--- src/rtl/key_press_conditioner_if.sv ---
// Player-key bundle between the raw pushbuttons and the conditioner:
// active-low keys and the game-over lock in, one-cycle L/R press pulses out.
interface key_press_conditioner_if;
    logic key_l_n;
    logic key_r_n;
    logic lock;
    logic L;
    logic R;

    modport master (
        output key_l_n,
        output key_r_n,
        output lock,
        input  L,
        input  R
    );

    modport slave (
        input  key_l_n,
        input  key_r_n,
        input  lock,
        output L,
        output R
    );
endinterface

--- src/rtl/key_press_conditioner.sv ---
// Synchronizes and debounces the two active-low player keys and emits one
// single-cycle L/R pulse per accepted press, suppressed while the game is locked.
module key_press_conditioner #(
    parameter int DEBOUNCE = 4,
    parameter int CNT_W    = 8
) (
    input  logic                    Clock,
    input  logic                    Reset,
    key_press_conditioner_if.slave  keys
);

    typedef enum logic [1:0] {
        IDLE      = 2'd0,
        ARMING    = 2'd1,
        PRESSED   = 2'd2,
        RELEASING = 2'd3
    } state_t;

    localparam logic [CNT_W-1:0] LAST = CNT_W'(DEBOUNCE - 1);
    localparam logic [CNT_W-1:0] ONE  = CNT_W'(1);
    localparam logic [CNT_W-1:0] ZERO = '0;

    // Channel 0 is the left key, channel 1 the right key.
    logic [1:0]       raw_press;
    logic [1:0]       sync1;
    logic [1:0]       sync2;
    logic [1:0]       pulse;
    logic [1:0]       pulse_next;
    state_t           state      [2];
    state_t           state_next [2];
    logic [CNT_W-1:0] cnt        [2];
    logic [CNT_W-1:0] cnt_next   [2];

    assign raw_press = {~keys.key_r_n, ~keys.key_l_n};

    // State register: synchronizers, FSMs, counters and pulse flops.
    always_ff @(posedge Clock or posedge Reset) begin
        if (Reset) begin
            sync1 <= 2'b00;
            sync2 <= 2'b00;
            pulse <= 2'b00;
            for (int ch = 0; ch < 2; ch++) begin
                state[ch] <= IDLE;
                cnt[ch]   <= ZERO;
            end
        end else begin
            sync1 <= raw_press;
            sync2 <= sync1;
            pulse <= pulse_next;
            for (int ch = 0; ch < 2; ch++) begin
                state[ch] <= state_next[ch];
                cnt[ch]   <= cnt_next[ch];
            end
        end
    end

    // Next-state logic; a level is accepted after DEBOUNCE consecutive samples.
    always_comb begin
        for (int ch = 0; ch < 2; ch++) begin
            state_next[ch] = state[ch];
            cnt_next[ch]   = cnt[ch];
            case (state[ch])
                IDLE: begin
                    if (sync2[ch]) begin
                        state_next[ch] = ARMING;
                        cnt_next[ch]   = ONE;
                    end else begin
                        cnt_next[ch]   = ZERO;
                    end
                end
                ARMING: begin
                    if (!sync2[ch]) begin
                        state_next[ch] = IDLE;
                        cnt_next[ch]   = ZERO;
                    end else if (cnt[ch] == LAST) begin
                        state_next[ch] = PRESSED;
                        cnt_next[ch]   = ZERO;
                    end else begin
                        cnt_next[ch]   = cnt[ch] + ONE;
                    end
                end
                PRESSED: begin
                    if (!sync2[ch]) begin
                        state_next[ch] = RELEASING;
                        cnt_next[ch]   = ONE;
                    end
                end
                RELEASING: begin
                    if (sync2[ch]) begin
                        state_next[ch] = PRESSED;
                        cnt_next[ch]   = ZERO;
                    end else if (cnt[ch] == LAST) begin
                        state_next[ch] = IDLE;
                        cnt_next[ch]   = ZERO;
                    end else begin
                        cnt_next[ch]   = cnt[ch] + ONE;
                    end
                end
                default: begin
                    state_next[ch] = IDLE;
                    cnt_next[ch]   = ZERO;
                end
            endcase
        end
    end

    // Only the press-acceptance edge fires; a press accepted while locked is dropped.
    always_comb begin
        pulse_next = 2'b00;
        for (int ch = 0; ch < 2; ch++) begin
            pulse_next[ch] = (state[ch] == ARMING) && sync2[ch] &&
                             (cnt[ch] == LAST) && !keys.lock;
        end
    end

    assign keys.L = pulse[0];
    assign keys.R = pulse[1];

endmodule

--- src/flat_wrapper.sv ---
// flat-port wrapper written by rule: the top's interface ports become plain ports
module key_press_conditioner_flat 
#(
    parameter int DEBOUNCE = 4,
    parameter int CNT_W    = 8
)
  (Clock, Reset, keys_key_l_n, keys_key_r_n, keys_lock, keys_L, keys_R);
  key_press_conditioner_if keys_i ();
  input  logic Clock;
  input  logic Reset;
  input wire logic [$bits(keys_i.key_l_n)-1:0] keys_key_l_n;
  input wire logic [$bits(keys_i.key_r_n)-1:0] keys_key_r_n;
  input wire logic [$bits(keys_i.lock)-1:0] keys_lock;
  output wire logic [$bits(keys_i.L)-1:0] keys_L;
  output wire logic [$bits(keys_i.R)-1:0] keys_R;
  assign keys_i.key_l_n = keys_key_l_n;
  assign keys_i.key_r_n = keys_key_r_n;
  assign keys_i.lock = keys_lock;
  assign keys_L = keys_i.L;
  assign keys_R = keys_i.R;
  key_press_conditioner #(.DEBOUNCE(DEBOUNCE), .CNT_W(CNT_W)) u_core (.Clock(Clock), .Reset(Reset), .keys(keys_i));
endmodule
--- config.mk ---
export PLATFORM = sky130hd
export DESIGN_NAME = key_press_conditioner_flat
export DESIGN_NICKNAME = d
export VERILOG_FILES = /design/src/rtl/key_press_conditioner_if.sv /design/src/rtl/key_press_conditioner.sv /design/src/flat_wrapper.sv
export SDC_FILE = /design/constraint.sdc
export NUM_CORES = 1
export LEC_CHECK = 0
export ABC_CLOCK_PERIOD_IN_PS = 1800
export BUFFER_PORTS_ARGS = -buffer_cell sky130_fd_sc_hd__buf_4
export CORE_ASPECT_RATIO = 1.25
export CORE_MARGIN = 1.5
export CORE_UTILIZATION = 50
export DETAILED_ROUTE_END_ITERATION = 10
export GPL_TIMING_DRIVEN = 0
export HOLD_SLACK_MARGIN = 0.15
export PLACE_DENSITY = 0.7
export SLEW_MARGIN = 5
export SYNTH_ARGS = -nofsm -noshare
export SYNTH_HDL_FRONTEND = slang
export SYNTH_SLANG_ARGS = --single-unit
export TNS_END_PERCENT = 20
--- constraint.sdc ---
create_clock -name Clock -period 1.8 [get_ports Clock]
set_input_delay 0.18 -clock Clock [delete_from_list [all_inputs] [get_ports Clock]]
set_output_delay 0.18 -clock Clock [all_outputs]
set_load 0.01 [all_outputs]
==> results.sh, run 1 <==
export IMPL_status="finished clean"
export IMPL_antenna_violating_nets_left=0
export IMPL_crit_type="reg2reg"
export IMPL_grt_pass1_vias=927
export IMPL_worst_endpoint_required_ns=2.01
export IMPL_synth_compound_area_frac=0.1315
export IMPL_synth_top_family_by_area="simple AND/OR/NAND/NOR gates"
export IMPL_cp_max_fo=5
export IMPL_synth_edff_count=0
export IMPL_cts_htree_levels=1
export IMPL_gr_usage_all_layers=0.1730
export IMPL_startpoint_type="register"
export IMPL_finalCriticalPeriod_ns=1.648
export IMPL_floorplan_die_area_um2=2903
export IMPL_yosys_area_top_type_share=0.5029
export IMPL_power_share_clock=0.223
export IMPL_r2r_cells=4
export IMPL_synth_net_count=125
export IMPL_power_density_nw_per_um2=1200
export IMPL_drt_pass1_iterations=4
export IMPL_ys_dominant_reg_cell="sky130_fd_sc_hd__dfrtp_1"
export IMPL_reported_max_cap_violation_count=0
export IMPL_mappedNetlistArea_um2=1294
export IMPL_synth_cells=117
export IMPL_clkSinkCount=26
export IMPL_synthMuxAreaShare=0.03191
export IMPL_yosys_cell_count_top_type="sky130_fd_sc_hd__dfrtp_1"
export IMPL_top_level_ports=7
export IMPL_clock_latency_ns=0.32
export IMPL_ir_drop_v=0.0008360
export IMPL_final_hold_worst_slack_ns=0.3717
export IMPL_worstSetupEndpointType="register"
export IMPL_top_usage_layer="met2"
export IMPL_numCtsBuffers=3
export IMPL_critPathArrivalTime_ns=1.86
export IMPL_synth_simple_gate_area_frac=0.2050
export IMPL_clock_fmax_ghz=0.6069
export IMPL_internal_power_mw=1.162
export IMPL_cts_path_max_buffers=2
export IMPL_synth_seq_cells=26
export IMPL_postCtsResizedCells=0
export IMPL_use_met1=0.1781
export IMPL_placement_rows=20
export IMPL_synth_top_cells_by_area="sky130_fd_sc_hd__dfrtp_1, sky130_fd_sc_hd__xor2_1, sky130_fd_sc_hd__a22o_1"
export IMPL_p_leak_nw=0.6632
export IMPL_final_setup_skew_ns=0.008263
export IMPL_cts_tree="built"
export IMPL_via_count=897
export IMPL_avgViaCountPerCell=5.470
export IMPL_clk_slew_on_worst_s_h_paths_ns=0.13
export IMPL_sequential_cell_fraction_of_total_power=0.449
export IMPL_met3_usage=0.02250
export IMPL_core_region_area_um2=2452
export IMPL_globalRouteOverflowTotal=0
export IMPL_adder_and_majority_cell_fraction_of_the_synthesized_area=0.02901
export IMPL_synth_xor_xnor_area_share=0.07447
export IMPL_setup_total_neg_slack_ns=0
export IMPL_final_max_slew_violation_count=0
export IMPL_power_mw=1.767
export IMPL_rsz_0062_raised_after_global_routing="no"
export IMPL_detail_route_iter0_violations=18
export IMPL_report_final_setup_viol=0
export IMPL_wire_per_inst_um=13.05
export IMPL_portBuffers=6
export IMPL_num_antenna_cells=0
export IMPL_start_util=0.5276
export IMPL_synth_async_sr_flop_share=1.000
export IMPL_synth_sequential_area_ratio=0.5029
export IMPL_final_hold_viol_count=0
export IMPL_syn_mean_instance_area_um2=11.06
export IMPL_finalWeightedCongestion=0.7845
export IMPL_grt_antenna_before_repair=0
export IMPL_final_period_utilization=0.9154
export IMPL_floorplan_die_width_um=48.50
export IMPL_syn2layout_area_growth_pct=13.83
export IMPL_critical_path_startpoint="u_core.cnt[8]"
export IMPL_worstHoldPathCells=0
export IMPL_netlist_top_cells_count="sky130_fd_sc_hd__dfrtp_1, sky130_fd_sc_hd__nor2_1, sky130_fd_sc_hd__nand2_1, sky130_fd_sc_hd__xor2_1"
export IMPL_die_h_um=59.87
export IMPL_pin_count_of_the_biggest_net_entering_global_routing=27
export IMPL_pwr_share_comb=0.328
export IMPL_synthDominantAreaCellType="sky130_fd_sc_hd__dfrtp_1"
export IMPL_net_switching_power_mw=0.6051
export IMPL_measured_slew_at_the_worst_slew_check_pin_ns=0.9661
export IMPL_worstHoldEndpoint="u_core.sync2[0]"
export IMPL_reg2reg_from="u_core.cnt[8]"
export IMPL_dp_hpwl_mm=1.585
export IMPL_synth_warnings=0
export IMPL_ff2ff_setup_slack_ns=0.15
export IMPL_fraction_of_layout_cells_with_a_size_suffix_above_1=0.1374
export IMPL_timing_max_slew_rel_slack=0.3552
export IMPL_ys_types=36
export IMPL_post_route_drc_count=0
export IMPL_final_net_count=140
export IMPL_grt_pass1_wl_mm=3.808
export IMPL_root_buffer="sky130_fd_sc_hd__clkbuf_4"
export IMPL_power_switching_share=0.3425
export IMPL_worst_hold_path_type="reg2reg"
export IMPL_routed_wirelength_mm=2.140
export IMPL_timing_hold_worst_start="u_core.sync1[0]"
export IMPL_groute_layer_met2_usage=0.3472
worst max path at each step:
stage,slack [ns],depth (start not counted),endpoint
CTS,0.15,4,register
global route,0.06,4,register
floorplan,0.33,4,register
global placement,0.17,4,register
detailed placement,0.17,4,register
finish,0.15,4,register
through the flow:
| stage | instance area (um2) | utilization | cells | setup slack (ns) |
|---|---|---|---|---|
| 6_report | 1473 | 0.6005 | 164 | 0.1523 |
| 5_1_grt | 1473 | 0.6005 | 164 | 0.06364 |
| 4_1_cts | 1473 | 0.6005 | 164 | 0.1482 |
| 3_5_place_dp | 1380 | 0.5628 | 156 | 0.1662 |
| 3_3_place_gp | 1380 | 0.5628 | 156 | 0.1692 |
| 2_1_floorplan | 1294 | - | 117 | 0.3327 |
routing by layer:
metal | wire length, um | part of all wire
met1 | 891 | 0.42
met2 | 1203 | 0.56
met3 | 25 | 0.012
met4 | 19 | 0.0089
met5 | 0 | 0
flip-flops by register name, indices dropped and copies added, names as in the netlist, named ones only:
signal,flops
u_core.cnt,16
u_core.pulse,2
u_core.state,2
u_core.sync1,2
u_core.sync2,2
worst max-delay path, cell delays in order (launching register included):
cell and delay (ns):
sky130_fd_sc_hd__dfrtp_1 0.43, sky130_fd_sc_hd__ha_1 0.23, sky130_fd_sc_hd__nor4b_4 0.33, sky130_fd_sc_hd__nand3_1 0.22, sky130_fd_sc_hd__mux2_1 0.35
layout make-up:
cell class / instances / area [um2]
plain buffers: 2 / 10.01
clock buffers: 3 / 22.52
clock inverters: 1 / 30.03
fillers: 224 / 979.7
inverters: 6 / 22.52
multi-input cells: 83 / 610.6
flip-flops and latches: 26 / 650.6
well taps: 33 / 41.29
repair buffers: 10 / 85.08
kinds of logic after synthesis:
family,after synthesis
DFF,26
adders and majority gates,3
buffers and inverters,8
and+or+nand+nor,45
AOI/OAI and AO/OA,20
xor gates and xnor gates,11
muxes,4
layout by cell type (no fill, tap or decap), types with 5 or more instances in the layout:
master	instances
sky130_fd_sc_hd__inv_1	6
sky130_fd_sc_hd__nand2_1	7
sky130_fd_sc_hd__buf_4	6
sky130_fd_sc_hd__nor2_1	10
sky130_fd_sc_hd__nand3_1	6
sky130_fd_sc_hd__dfrtp_1	26
sky130_fd_sc_hd__xor2_1	7
sky130_fd_sc_hd__a22o_1	5
power groups by stage:
| stage | registers, mW | logic (mW) | clock network, mW |
|---|---|---|---|
| floorplan | 0.779 | 0.474 | 0 |
| global placement | 0.801 | 0.553 | 0 |
| detailed placement | 0.804 | 0.583 | 0 |
| CTS | 0.794 | 0.589 | 0.405 |
| global route | 0.812 | 0.653 | 0.433 |
| finish | 0.794 | 0.579 | 0.394 |
timing repair:
action	CTS	global route
endpoints found under the hold margin	30	0
hold buffers	4	0
buffers inserted	0	0
No activity file was read; power rests on OpenSTA's default activity.
==> run 2, diff against run 1 <==
==> constraint.sdc (replaced) <==
create_clock -name Clock -period 1.8 [get_ports Clock]
set_input_delay 0.36 -clock Clock [delete_from_list [all_inputs] [get_ports Clock]]
set_output_delay 0.36 -clock Clock [all_outputs]
set_load 0.01 [all_outputs]
==> results.sh, run 2 (synthesis gave the netlist of run 1 again) <==
export IMPL_clkSinkCount=26
export IMPL_cts_setup_buffers=0
export IMPL_layout_common_cells="sky130_fd_sc_hd__dfrtp_1, sky130_fd_sc_hd__nor2_1, sky130_fd_sc_hd__nand2_1, sky130_fd_sc_hd__xor2_1"
export IMPL_antenna_violating_nets_left=0
export IMPL_report_final_setup_viol=0
export IMPL_crit_type="reg2reg"
export IMPL_status="finished clean"
export IMPL_via_count=889
export IMPL_cts_hold_buf=0
export IMPL_final_max_slew_violation_count=0
export IMPL_routed_wirelength_mm=2.114
export IMPL_setup_total_neg_slack_ns=0
export IMPL_largest_reg_flops=16
export IMPL_postLayoutSetupSlackWorst_ns=0.1523
export IMPL_die_h_um=59.87
export IMPL_gr_usage_all_layers=0.1680
export IMPL_root_buffer="sky130_fd_sc_hd__clkbuf_4"
export IMPL_critical_path_startpoint="u_core.cnt[8]"
export IMPL_top_level_ports=7
export IMPL_start_util=0.5276
export IMPL_finalWeightedCongestion=0.7845
export IMPL_worstSetupEndpointType="register"
export IMPL_finish_utilization=0.5923
export IMPL_cts_tree="built"
export IMPL_grt_pass1_wl_mm=3.698
export IMPL_cts_htree_levels=1
export IMPL_final_period_utilization=0.9154
export IMPL_dp_hpwl_mm=1.585
export IMPL_final_setup_skew_ns=0.008762
export IMPL_cp_max_fo=5
export IMPL_floorplan_die_area_um2=2903
export IMPL_dp_slack_ns=0.1662
export IMPL_globalRouteOverflowTotal=0
export IMPL_grt_antenna_before_repair=0
export IMPL_reported_max_cap_violation_count=0
export IMPL_final_hold_viol_count=0
export IMPL_syn2layout_area_growth_pct=12.28
export IMPL_power_density_nw_per_um2=1214
export IMPL_pin_count_of_the_biggest_net_entering_global_routing=27
export IMPL_worst_endpoint_required_ns=2.01
export IMPL_clk_slew_on_worst_s_h_paths_ns=0.13
export IMPL_num_antenna_cells=0
export IMPL_wire_per_inst_um=13.05
export IMPL_register_name_with_the_most_flops="u_core.cnt"
export IMPL_measured_slew_at_the_worst_slew_check_pin_ns=0.9665
export IMPL_clock_fmax_ghz=0.6069
export IMPL_clock_latency_ns=0.32
export IMPL_drt_pass1_iterations=4
export IMPL_ir_drop_v=0.0008321
export IMPL_layout_commonest_cell="sky130_fd_sc_hd__dfrtp_1"
export IMPL_startpoint_type="register"
export IMPL_cts_path_max_buffers=2
export IMPL_grt_pass1_vias=898
export IMPL_worst_hold_path_type="in2reg"
export IMPL_timing_hold_worst_start="keys_lock"
export IMPL_core_region_area_um2=2452
export IMPL_numCtsBuffers=3
export IMPL_critPathArrivalTime_ns=1.86
export IMPL_postCtsResizedCells=0
export IMPL_floorplan_die_width_um=48.50
export IMPL_post_route_drc_count=0
export IMPL_reg2reg_from="u_core.cnt[8]"
export IMPL_timing_max_slew_rel_slack=0.3549
export IMPL_detail_route_iter0_violations=18
export IMPL_placement_rows=20
export IMPL_p_leak_nw=0.6548
export IMPL_rsz_0062_raised_after_global_routing="no"
export IMPL_final_net_count=138
export IMPL_fraction_of_layout_cells_with_a_size_suffix_above_1=0.1395
export IMPL_finalCriticalPeriod_ns=1.648
export IMPL_avgViaCountPerCell=5.488
export IMPL_portBuffers=6
[run 2: cell count changes in the layout (fill, tap and decap cells not counted)]
| cell | before | now |
|---|---|---|
| sky130_fd_sc_hd__dlygate4sd3_1 | 4 | 2 |
[run 2: final timing paths]
| check | end | cells after the start | slack, ns |
|---|---|---|---|
| worst max-delay path | register | 4 | 0.15 |
| worst min-delay path | u_core.pulse[1] | 2 | 0.20 |
| worst max register to register | register | 4 | 0.15 |
| worst min register to register | u_core.sync2[0] | 0 | 0.37 |
| max in group asynchronous | asynchronous set/reset pin | 2 | 0.96 |
| min in group asynchronous | u_core.cnt[11] | 2 | 0.25 |
[run 2: routing by layer]
metal,share of wire,up-vias,track usage
li1,-,441,-
met4,0.0090,0,0.08571
met5,0,-,0
met1,0.42,443,0.1732
met2,0.56,3,0.3353
met3,0.012,2,0.02250
[run 2: worst max-delay path, stage by stage, from the launching register on]
cell	delay, ns
sky130_fd_sc_hd__dfrtp_1	0.43
sky130_fd_sc_hd__ha_1	0.23
sky130_fd_sc_hd__nor4b_4	0.33
sky130_fd_sc_hd__nand3_1	0.22
sky130_fd_sc_hd__mux2_1	0.35
[run 2: per-stage QoR]
step	cell area [um2]	power, mW	instances	hold slack, ns
after floorplan	1294	1.254	117	0.3312
after global placement	1380	1.354	156	0.3349
after detailed placement	1380	1.387	156	0.3443
after CTS	1433	1.781	160	0.1529
after global routing	1453	1.894	162	0.1785
final	1453	1.763	162	0.1973
[run 2: power breakdown]
part           internal (mW)  total [mW]  switching (mW)
registers              0.684       0.794           0.109
logic                  0.250       0.576           0.326
clock network          0.225       0.394           0.169
total                   1.16        1.76           0.604
[run 2: layout make-up]
cell class	instances	area, um2
Clock inverter	1	30.03
Multi-Input combinational cell	83	610.6
Clock buffer	3	22.52
Timing Repair Buffer	8	65.06
Buffer	2	10.01
Tap cell	33	41.29
Fill cell	227	999.7
Sequential cell	26	650.6
Inverter	6	22.52
==> run 3, diff against run 2 <==
--- a/config.mk
+++ b/config.mk
@@ -5,6 +5,7 @@
 export SDC_FILE = /design/constraint.sdc
 export NUM_CORES = 1
 export LEC_CHECK = 0
+export ABC_AREA = 1
 export ABC_CLOCK_PERIOD_IN_PS = 1800
 export BUFFER_PORTS_ARGS = -buffer_cell sky130_fd_sc_hd__buf_4
 export CORE_ASPECT_RATIO = 1.25
==> results.sh, run 3 <==
export IMPL_yosys_cell_count_top_type="sky130_fd_sc_hd__nand2_1"
export IMPL_netlist_top_cells_count="sky130_fd_sc_hd__nand2_1, sky130_fd_sc_hd__dfrtp_1, sky130_fd_sc_hd__inv_1"
export IMPL_layout_commonest_cell="sky130_fd_sc_hd__nand2_1"
export IMPL_final_hold_viol_count=0
export IMPL_start_util=0.5384
export IMPL_report_final_setup_viol=0
export IMPL_worst_hold_path_type="in2reg"
export IMPL_via_count=1044
export IMPL_clock_latency_ns=0.31
export IMPL_portBuffers=6
export IMPL_mappedNetlistArea_um2=1334
export IMPL_largest_reg_flops=16
export IMPL_worstSetupEndpointType="register"
export IMPL_cts_setup_buffers=0
export IMPL_root_buffer="sky130_fd_sc_hd__clkbuf_4"
export IMPL_register_name_with_the_most_flops="u_core.cnt"
export IMPL_cp_max_fo=6
export IMPL_crit_type="reg2reg"
export IMPL_worst_path_largest_cell_delay_ns=0.42
export IMPL_num_antenna_cells=0
export IMPL_synth_async_sr_flop_share=1.000
export IMPL_final_net_count=189
export IMPL_gr_usage_all_layers=0.1663
export IMPL_synth_net_count=176
export IMPL_grt_pass1_vias=977
export IMPL_ys_types=21
export IMPL_final_setup_skew_ns=0.005906
export IMPL_met3_usage=0.02956
export IMPL_core_region_area_um2=2477
export IMPL_final_fill_count=207
export IMPL_crit_path_slowest_cell="sky130_fd_sc_hd__dfrtp_1"
export IMPL_startpoint_type="register"
export IMPL_grt_pass1_wl_mm=3.774
export IMPL_synth_top_cells_by_area="sky130_fd_sc_hd__dfrtp_1, sky130_fd_sc_hd__nand2_1, sky130_fd_sc_hd__inv_1"
export IMPL_routed_wirelength_mm=2.181
export IMPL_antenna_violating_nets_left=0
export IMPL_clkSinkCount=26
export IMPL_finalWeightedCongestion=0.7889
export IMPL_p_leak_nw=0.7663
export IMPL_yosys_area_top_type_share=0.4878
export IMPL_cts_htree_levels=1
export IMPL_power_density_nw_per_um2=1105
export IMPL_detail_route_iter0_violations=20
export IMPL_ir_drop_v=0.0007658
export IMPL_clk_slew_on_worst_s_h_paths_ns=0.14
export IMPL_top_usage_layer="met2"
export IMPL_cp_cell_sequence="ha_1, nand2_1, nor2_1, nand2_1, a21oi_2, nor2_1"
export IMPL_syn_mean_instance_area_um2=7.939
export IMPL_clock_fmax_ghz=0.7164
export IMPL_top_level_ports=7
export IMPL_grt_antenna_before_repair=0
export IMPL_use_met1=0.1717
export IMPL_final_period_utilization=0.7755
export IMPL_synth_warnings=0
export IMPL_status="finished clean"
export IMPL_synth_edff_count=0
export IMPL_floorplan_die_area_um2=2988
export IMPL_globalRouteOverflowTotal=0
export IMPL_cts_tree="built"
export IMPL_wire_per_inst_um=10.24
export IMPL_synth_cells=168
export IMPL_numCtsBuffers=3
export IMPL_critPathArrivalTime_ns=1.61
export IMPL_synth_seq_cells=26
export IMPL_synth_sequential_area_ratio=0.4878
export IMPL_die_h_um=60.75
export IMPL_floorplan_die_width_um=49.20
export IMPL_placement_rows=20
export IMPL_finish_utilization=0.6025
export IMPL_avgViaCountPerCell=4.901
export IMPL_layout_common_cells="sky130_fd_sc_hd__nand2_1, sky130_fd_sc_hd__dfrtp_1, sky130_fd_sc_hd__inv_1"
export IMPL_fraction_of_layout_cells_with_a_size_suffix_above_1=0.1111
export IMPL_postCtsResizedCells=0
export IMPL_cts_path_max_buffers=2
export IMPL_drt_pass1_iterations=4
export IMPL_measured_slew_at_the_worst_slew_check_pin_ns=0.9726
export IMPL_final_max_slew_violation_count=0
export IMPL_finalCriticalPeriod_ns=1.396
export IMPL_worst_endpoint_required_ns=2.01
export IMPL_groute_layer_met2_usage=0.3243
export IMPL_ys_dominant_reg_cell="sky130_fd_sc_hd__dfrtp_1"
export IMPL_reported_max_cap_violation_count=0
export IMPL_timing_max_slew_rel_slack=0.3509
export IMPL_syn2layout_area_growth_pct=11.91
export IMPL_post_route_drc_count=0
export IMPL_dp_hpwl_mm=1.625
export IMPL_rsz_0062_raised_after_global_routing="no"
export IMPL_setup_total_neg_slack_ns=0
export IMPL_pin_count_of_the_biggest_net_entering_global_routing=27
export IMPL_synthDominantAreaCellType="sky130_fd_sc_hd__dfrtp_1"
run 3: final timing paths:
path	endpoint	start	depth (start not counted)	slack (ns)
setup / recovery	u_core.cnt[4]	u_core.cnt[0]	6	0.40
hold / removal	u_core.pulse[1]	keys_lock	2	0.20
setup reg to reg	u_core.cnt[4]	u_core.cnt[0]	6	0.40
hold reg to reg	u_core.sync2[0]	u_core.sync1[0]	0	0.37
max in group asynchronous	u_core.cnt[1]	Reset	2	0.96
min in group asynchronous	u_core.cnt[5]	Reset	2	0.26
run 3: where the power goes:
group / leakage, nW / internal [mW] / total, mW / switching, mW
logic: 0.396 / 0.182 / 0.484 / 0.302
registers: 0.342 / 0.677 / 0.772 / 0.0953
clock network: 0.0279 / 0.225 / 0.394 / 0.169
total: 0.766 / 1.08 / 1.65 / 0.567
run 3: cells by family after synthesis:
logic type / Yosys count / synth area share
simple gates: 97 / 0.3199
buf+inv: 26 / 0.07880
flops: 26 / 0.4878
compound gates: 10 / 0.04597
xor+xnor: 6 / 0.03940
fa+ha+maj: 3 / 0.02815
run 3: worst max-delay path: cells and delay by family, from the launching register on:
family / cells / cell delay (ns)
adders and majority gates: 1 / 0.22
AOI/OAI and AO/OA: 1 / 0.30
and+or+nand+nor: 4 / 0.36
DFF: 1 / 0.42
run 3: stage by stage:
step                      hold slack [ns]  power [mW]  instances  cell area [um2]  setup slack, ns
after floorplan                    0.3312       1.164        168             1334           0.5902
after global placement             0.3351       1.247        207             1420           0.3991
after detailed placement           0.3389       1.271        207             1420           0.4011
after CTS                          0.1843       1.672        213             1493           0.3710
after global routing               0.1754       1.769        213             1493           0.2266
final                              0.2042       1.650        213             1493           0.4041
run 3: final cells by class:
type	count	area [um2]	area share
sequential	26	650.6	0.4359
inverter	25	93.84	0.06287
clock buffer	3	22.52	0.01509
buffer	1	11.26	0.007544
clock inverter	1	30.03	0.02012
timing repair buffer	8	65.06	0.04359
multi-input combinational	116	578.1	0.3873
tap	33	41.29	0.02766
run 3: what timing repair did:
item / 4_1_cts / 5_1_grt
hold buffers: 2 / 0
setup endpoints to repair: 0 / 0
hold endpoints to repair: 2 / 0
run 3: routing by layer:
metal | wire length (um) | share of wire | vias to the layer above
met3 | 44 | 0.020 | 2
met1 | 950 | 0.44 | 490
met5 | 0 | 0 | -
met2 | 1168 | 0.54 | 9
li1 | - | - | 543
met4 | 18 | 0.0083 | 0
